File: src/rtl/alu_op_sequencer.sv
// alu_op_sequencer: programmable issue engine feeding ALU micro-ops onto the A/B/Cin/Mode bus
// Ports:
//   Clk, nReset         clock, asynchronous active-low reset
//   wr_en, wr_data      program load; entry = {Mode[12:9], A[8:5], B[4:1], Cin[0]}
//   start, hold, clear  begin a pass, stall issue, synchronous flush
//   stop                (ALU_SEQ_LOOP_EN only) finish the current pass, then stop looping
//   A, B, Cin, Mode     registered op bus, holds the last issued op
//   op_valid            bus carries a newly issued op this cycle
//   busy, done          issuing / one-cycle end-of-run pulse
//   count, full, wr_err loaded entries, buffer full, sticky dropped-write flag
// Optional feature: define ALU_SEQ_LOOP_EN for continuous looping with a stop input.
module alu_op_sequencer #(
    parameter int DEPTH  = 16,
    parameter int ADDR_W = 4
) (
    input  logic              Clk,
    input  logic              nReset,
    input  logic              wr_en,
    input  logic [12:0]       wr_data,
    input  logic              start,
    input  logic              hold,
    input  logic              clear,
`ifdef ALU_SEQ_LOOP_EN
    input  logic              stop,
`endif
    output logic [3:0]        A,
    output logic [3:0]        B,
    output logic              Cin,
    output logic [3:0]        Mode,
    output logic              op_valid,
    output logic              busy,
    output logic              done,
    output logic [ADDR_W:0]   count,
    output logic              full,
    output logic              wr_err
);
    typedef enum logic [1:0] {IDLE, RUN, DONE} state_t;
    localparam logic [ADDR_W:0] ONE      = (ADDR_W+1)'(1);
    localparam logic [ADDR_W:0] FULL_CNT = (ADDR_W+1)'(DEPTH);
    state_t            state, state_nxt;
    logic [12:0]       mem [DEPTH];
    logic [ADDR_W-1:0] wr_ptr, rd_ptr;
    logic              last, wr_ok, go, issue, at_end, end_pass, stop_req;
    assign busy = state == RUN;
    assign done = state == DONE;
    assign full = count == FULL_CNT;
`ifdef ALU_SEQ_LOOP_EN
    logic stop_lat;
    // stop is remembered for the rest of the run; the pass only ends at its last entry
    always_ff @(posedge Clk or negedge nReset)
        if (!nReset) stop_lat <= 1'b0;
        else         stop_lat <= !clear && state == RUN && (stop_lat || stop);
    assign stop_req = stop_lat || stop;
`else
    assign stop_req = 1'b1;
`endif
    // last marks the cycle after the final op issued, so done follows that op by one cycle
    always_comb begin
        wr_ok     = wr_en && !full && state != RUN;
        go        = start && state == IDLE && (count != '0 || wr_ok);
        issue     = state == RUN && !last && !hold;
        at_end    = {1'b0, rd_ptr} == count - ONE;
        end_pass  = issue && at_end && stop_req;
        state_nxt = state == IDLE ? (go ? RUN : IDLE) :
                    state == RUN  ? (last ? DONE : RUN) : IDLE;
    end
    always_ff @(posedge Clk or negedge nReset)
        if (!nReset) begin
            state              <= IDLE;
            wr_ptr             <= '0;
            rd_ptr             <= '0;
            count              <= '0;
            wr_err             <= 1'b0;
            last               <= 1'b0;
            op_valid           <= 1'b0;
            {Mode, A, B, Cin}  <= '0;
        end else if (clear) begin
            state              <= IDLE;
            wr_ptr             <= '0;
            rd_ptr             <= '0;
            count              <= '0;
            wr_err             <= 1'b0;
            last               <= 1'b0;
            op_valid           <= 1'b0;
            {Mode, A, B, Cin}  <= '0;
        end else begin
            state    <= state_nxt;
            last     <= end_pass;
            op_valid <= issue;
            if (wr_ok) begin
                wr_ptr <= wr_ptr + ADDR_W'(1);
                count  <= count + ONE;
            end
            if (wr_en && !wr_ok) wr_err <= 1'b1;
            if (go) rd_ptr <= '0;
            else if (issue) rd_ptr <= at_end ? '0 : rd_ptr + ADDR_W'(1);
            if (issue) {Mode, A, B, Cin} <= mem[rd_ptr];
        end
    always_ff @(posedge Clk)
        if (wr_ok && !clear) mem[wr_ptr] <= wr_data;
endmodule

File: config.mk
export PLATFORM = sky130hd
export DESIGN_NAME = alu_op_sequencer
export DESIGN_NICKNAME = d
export VERILOG_FILES = /design/src/rtl/alu_op_sequencer.sv
export SDC_FILE = /design/constraint.sdc
export NUM_CORES = 1
export LEC_CHECK = 0
export ABC_CLOCK_PERIOD_IN_PS = 2550
export CORE_ASPECT_RATIO = 0.9
export CORE_MARGIN = 3
export CORE_UTILIZATION = 50
export CTS_BUF_LIST = sky130_fd_sc_hd__clkbuf_8
export CTS_CLUSTER_DIAMETER = 50
export DETAILED_ROUTE_END_ITERATION = 16
export GPL_TIMING_DRIVEN = 0
export PLACE_DENSITY = 0.69
export SYNTH_ARGS = -nofsm -noshare
export SYNTH_HDL_FRONTEND = slang
export SYNTH_SLANG_ARGS = --single-unit
File: constraint.sdc
create_clock -name Clk -period 2.55 [get_ports Clk]
set_input_delay 0.51 -clock Clk [delete_from_list [all_inputs] [get_ports Clk]]
set_output_delay 0.51 -clock Clk [all_outputs]
set_load 0.005 [all_outputs]
Word level (Yosys, flattened, before mapping)

Memories as Yosys holds them, arrays and structs flattened.
Index checks and enable logic that the tools add are counted.

Register bits: 31
Output and inout port bits: 23
Input port bits: 19
Logic and storage cells: 69
Bits in writable memories: 208
Memories: 1

Add/sub/neg operators: 4
Mux-type cells: 27
Reduce and logical (&&, ||, !) cells: 21
Equal/unequal tests: 5

Memory list:

| memory | words | bits a word | rd ports | clocked after memory_dff | write ports | RTL line | text |
|---|---|---|---|---|---|---|---|
| mem    | 16    | 13          | 1        | 0                        | 1           | 41       | `logic [12:0] mem [DEPTH];` |

Operator list:

| kind                  | number |
|---|---|
| $mux W4               | 12 |
| $mux W5               | 2 |
| $logic_and A1 B1 Y1   | 9 |
| $mux W1               | 9 |
| $add A4 B1 Y4 const B | 2 |
| $mux W2               | 4 |
| $reduce_bool A2 Y1    | 3 |
| $add A5 B1 Y5 const B | 1 |
| $eq A4 B5 Y1          | 1 |
| $eq A5 B5 Y1 const B  | 1 |
| $logic_not A1 Y1      | 5 |
| $reduce_bool A5 Y1    | 1 |
| $sub A5 B1 Y5 const B | 1 |
| $reduce_bool A3 Y1    | 1 |
| $eq A2 B1 Y1 const B  | 1 |
| $eq A2 B2 Y1 const B  | 1 |
| $logic_not A2 Y1      | 1 |
| $ne A2 B1 Y1 const B  | 1 |
| $logic_or A1 B1 Y1    | 1 |

Logic depth before layout (Yosys ltp)

Word-level depth: 9
Depth in mapped cells: 8
Depth with buffers taken out: 7

Worst setup path before layout

OpenSTA, ideal clock, no wires.

Path type: register to register
Start: register count[0]
End: memory mem[10][0], enable pin
Path slack: 123 ps
Cell stages (with the launch flop): 8
Clock period less this slack: 2427 ps
Arrival time: 2045 ps
Data required time: 2168 ps
Buffers on the path: 1
Cells stage by stage: dfrtp_1 inv_1 ha_1 nand4bb_1 and3_1 buf_2 nand2_1 nor2_1

Longest elaborated chain between the ends: 7

RTL lines:

| element                          | RTL line | text |
|---|---|---|
| start, declared                  | 33       | `output logic [ADDR_W:0] count,` |
| start signal, assigned           | 92       | `count <= count + ONE;` |
| $eq A5 B5 Y1                     | 46       | `assign full = count == FULL_CNT;` |
| $logic_not A1 Y1                 | 59       | `wr_ok = wr_en && !full && state != RUN;` |
| $logic_and A1 B1 Y1 (2 in a row) | 59       |  |
| $logic_and A1 B1 Y1              | 100      | `if (wr_ok && !clear) mem[wr_ptr] <= wr_data;` |
| $mux W1                          | 100      |  |
| $mux W1 (implied by the code)    | 100      |  |
| end, declared                    | 41       |  |

Every way passes these cells.

Worst setup path after layout

Start: register count[1]
End: memory mem[3][4], enable pin

The elaborated chain is that of the path after synthesis.

==> key figures <==
Run status
  • Outcome: finished with violations
  • Failing checks: negative setup slack

STA
  • Fin Setup TNS: -0.09159 ns
  • Worst Skew: 0.02057 ns
  • Worst Slack Setup Final: -0.01567 ns
  • Fmax: 389.8 MHz
  • Final slew viol count: 0
  • Fin crit share: 1.006
  • Final Hold Fails: 0
  • RSZ-0062 raised after global routing: true
  • Fin Hold WS: 0.04601 ns
  • Final setup vio count: 13
  • Slew @ Worst Pin: 0.9704 ns
  • Max-slew headroom: 0.3524
  • Shortest period the worst path allows: 2.566 ns

Setup path
  • Worst R2R Start: count[1]
  • Crit Path Class: flop to flop
  • Worst EP arrival: 2.70 ns
  • Max FO, Critical Path: 13
  • Worst Setup End Kind: flop
  • Worst path required time: 2.68 ns
  • Crit path launch: count[1]
  • CP startpoint kind: flop

Routing
  • Initial DRC Count: 309
  • Vias: 4789
  • TritonRoute pass-1 iters: 4
  • Per-cell routed wire length: 22.63 um
  • Vias per std cell: 5.667
  • Final WL: 19.12 mm
  • DRC: 0
  • Routed Antenna Nets: 0

Synthesis
  • Number of synthesized register bits: 239
  • Commonest register cell after synthesis: edfxtp_1
  • Largest family of logic cells by synthesized area: multiplexers
  • Ys async rst share: 0.1297
  • Post-Synth Adder-Cell Area: 0.009288
  • Sequential area share after synthesis: 0.7446
  • Simple-gate share of the synthesized area: 0.04246
  • Mux contribution to synthesized area: 0.1542
  • Post-Syn Instances: 474
  • Post-synth EDFFs: 208
  • Post-Syn Area: 9430 um2
  • Post-synthesis cell type count: 37
  • Avg Cell Area, Syn: 19.90 um2
  • Compound-Gate Fraction of Synth Area: 0.01911
  • Syn_nets: 500
  • XOR/XNOR Fraction of Synth Area: 0.01473
  • Cell taking the most area after synthesis: edfxtp_1
  • Synth top area share: 0.6623
  • Syn. warnings: 0
  • Synth area leaders: edfxtp_1 66%, mux4_2 12%, dfrtp_1 8.2%, mux2i_1 2.8%, o221ai_1 1.2%

Layout
  • Register Area: 7024 um2
  • Layout cell share with drive strength beyond 1: 0.2567
  • Post-route cell area: 11150 um2
  • # diodes: 0
  • Fin cells: 845
  • Synth-to-Final Area Change: 18.23%
  • Post-layout nets: 597
  • Area of the multi-input gates: 2351 um2
  • Filler cells: 1363

Floorplanning
  • Row cnt: 47
  • Die width: 150.8 um
  • Core Area: 18470 um2
  • # IOs: 42
  • Die Y: 136.3 um
  • DIE AREA: 20550 um2
  • Starting density of the core: 0.5107

Min path
  • HP Class: input pin to async pin

Placed design
  • I/O Buffers: 41
  • Hpwl dp: 11.81 mm
  • Dpl cell area: 10180 um2
  • Inst Count DP: 762
  • RD Place Congestion: 0.8065

Clocking
  • Clk buf depth: 3
  • Sink Count: 239
  • Clk_lat worst skew: 0.53 ns
  • Reg clk slew, reported paths: 0.06 ns
  • Num CTS Buffers: 38
  • CTS tree: done
  • Root buffer cell: clkbuf_8
  • H-tree depth: 2
  • CTS Hold Bufs: 0

GRT
  • Largest net degree at the start of global routing: 32
  • M2 GR Usage: 0.3015
  • Initial antenna violation count: 0
  • Total global routing overflow: 0
  • Top Usage Layer GRT: met2
  • Total Routing Usage GR: 0.1941
  • Vias in the first global route: 4937
  • Global-route wire length before repair: 29.04 mm
  • Met3 Usage GRT: 0.04767
  • M1 GR Usage: 0.2690

Job
  • Max_cap viols: 0

Pwr
  • Maximum VDD drop: 0.0005945 V
  • Lkg Pwr: 3.662 nW
  • Cell area power density: 687.3 nW/um2
-- repair_timing --
action                                  4_1_cts  5_1_grt
pin swaps                                     8        0
gates cloned                                  0        0
gates resized for setup                      23        2
setup buffers                                10        4
endpoints found under the setup margin      201       97
-- per-layer routing --
layer  up-vias  routed length (um)
li1       2107                   -
met1      2472                8253
met3        36                1332
met5         -                   0
met2       174                9016
met4         0                 519
-- cell usage in the layout, fill, tap and decap left out, types with 7 or more instances in the layout --
cell type | Yosys | routed
nand2_1 | 28 | 27
buf_12 | 0 | 8
buf_4 | 4 | 10
xor2_1 | 8 | 8
nor2_1 | 27 | 13
inv_1 | 7 | 20
o221ai_1 | 13 | 13
nor2_4 | 0 | 8
clkinv_1 | 0 | 9
dfrtp_1 | 31 | 29
clkbuf_8 | 0 | 41
clkbuf_1 | 7 | 7
buf_2 | 7 | 8
clkdlybuf4s50_1 | 0 | 40
mux4_2 | 52 | 52
mux2i_1 | 26 | 26
edfxtp_1 | 208 | 208
-- worst max-delay path, stage by stage, from the launching register on --
cell,delay [ns]
dfrtp_2,0.41
inv_1,0.09
ha_4,0.17
nand4bb_1,0.14
and3_1,0.21
nand2b_1,0.07
clkbuf_1,0.26
nor2_2,0.83
-- power by group --
group	leakage, nW	switching (mW)	internal (mW)	total, mW
Sequential	2.29	0.0243	4.30	4.32
Clock	0.398	1.42	1.48	2.90
Combinational	0.969	0.238	0.199	0.437
Total	3.66	1.68	5.98	7.66
-- kinds of logic (layout without fill, tap and decap cells) --
group | count (synthesis) | count (layout)
XOR/XNOR | 15 | 15
AND/OR/NAND/NOR | 81 | 81
AO/OA/AOI/OAI | 21 | 21
flip-flops | 239 | 239
multiplexers | 80 | 80
adder cells (fa/ha/maj) | 7 | 7
buffers and inverters | 31 | 157
-- flip-flops by register name, summed over array words and instances, names as in the netlist --
signal / count
mem: 208
Mode: 4
A: 4
Cin: 1
count: 5
last: 1
wr_err: 1
rd_ptr: 4
op_valid: 1
wr_ptr: 4
state: 2
B: 4
-- area by class of cell --
| class | count | area share |
|---|---|---|
| repair buffers | 57 | 0.05746 |
| well taps | 245 | 0.02749 |
| inverters | 7 | 0.002357 |
| plain buffers | 24 | 0.01089 |
| flip-flops and latches | 239 | 0.6300 |
| clock inverters | 28 | 0.01032 |
| multi-input cells | 204 | 0.2109 |
| clock buffers | 41 | 0.05061 |
-- worst paths after layout --
kind	endpoint	slack [ns]	cells past startpoint
setup / recovery	mem[3][4]	-0.02	7
hold / removal	wr_err	0.05	1
setup reg to reg	mem[3][4]	-0.02	7
hold reg to reg	state[0]	0.49	1
max in group asynchronous	count[1]	1.97	1
min in group Clk	state[0]	0.49	1
-- synthesized netlist by cell type, drive strengths merged, types with 4 or more instances --
library cell and n:
xnor2 7, nor3b 4, o221ai 13, xor2 8
dfrtp 31, buf 17, mux2i 26, clkbuf 7
edfxtp 208, nand2 28, inv 7, mux4 52
ha 7, nor2 27
-- per-stage QoR --
step | utilization | power (mW) | worst slack (ns)
floorplan | - | 4.635 | 0.1228
global placement | 0.5495 | 4.810 | -0.6754
detailed placement | 0.5512 | 4.824 | -0.7727
CTS | 0.6016 | 7.713 | -0.05760
global route | 0.6038 | 7.960 | -0.1463
finish | 0.6038 | 7.663 | -0.01567
(Power assumes the default switching activity.)
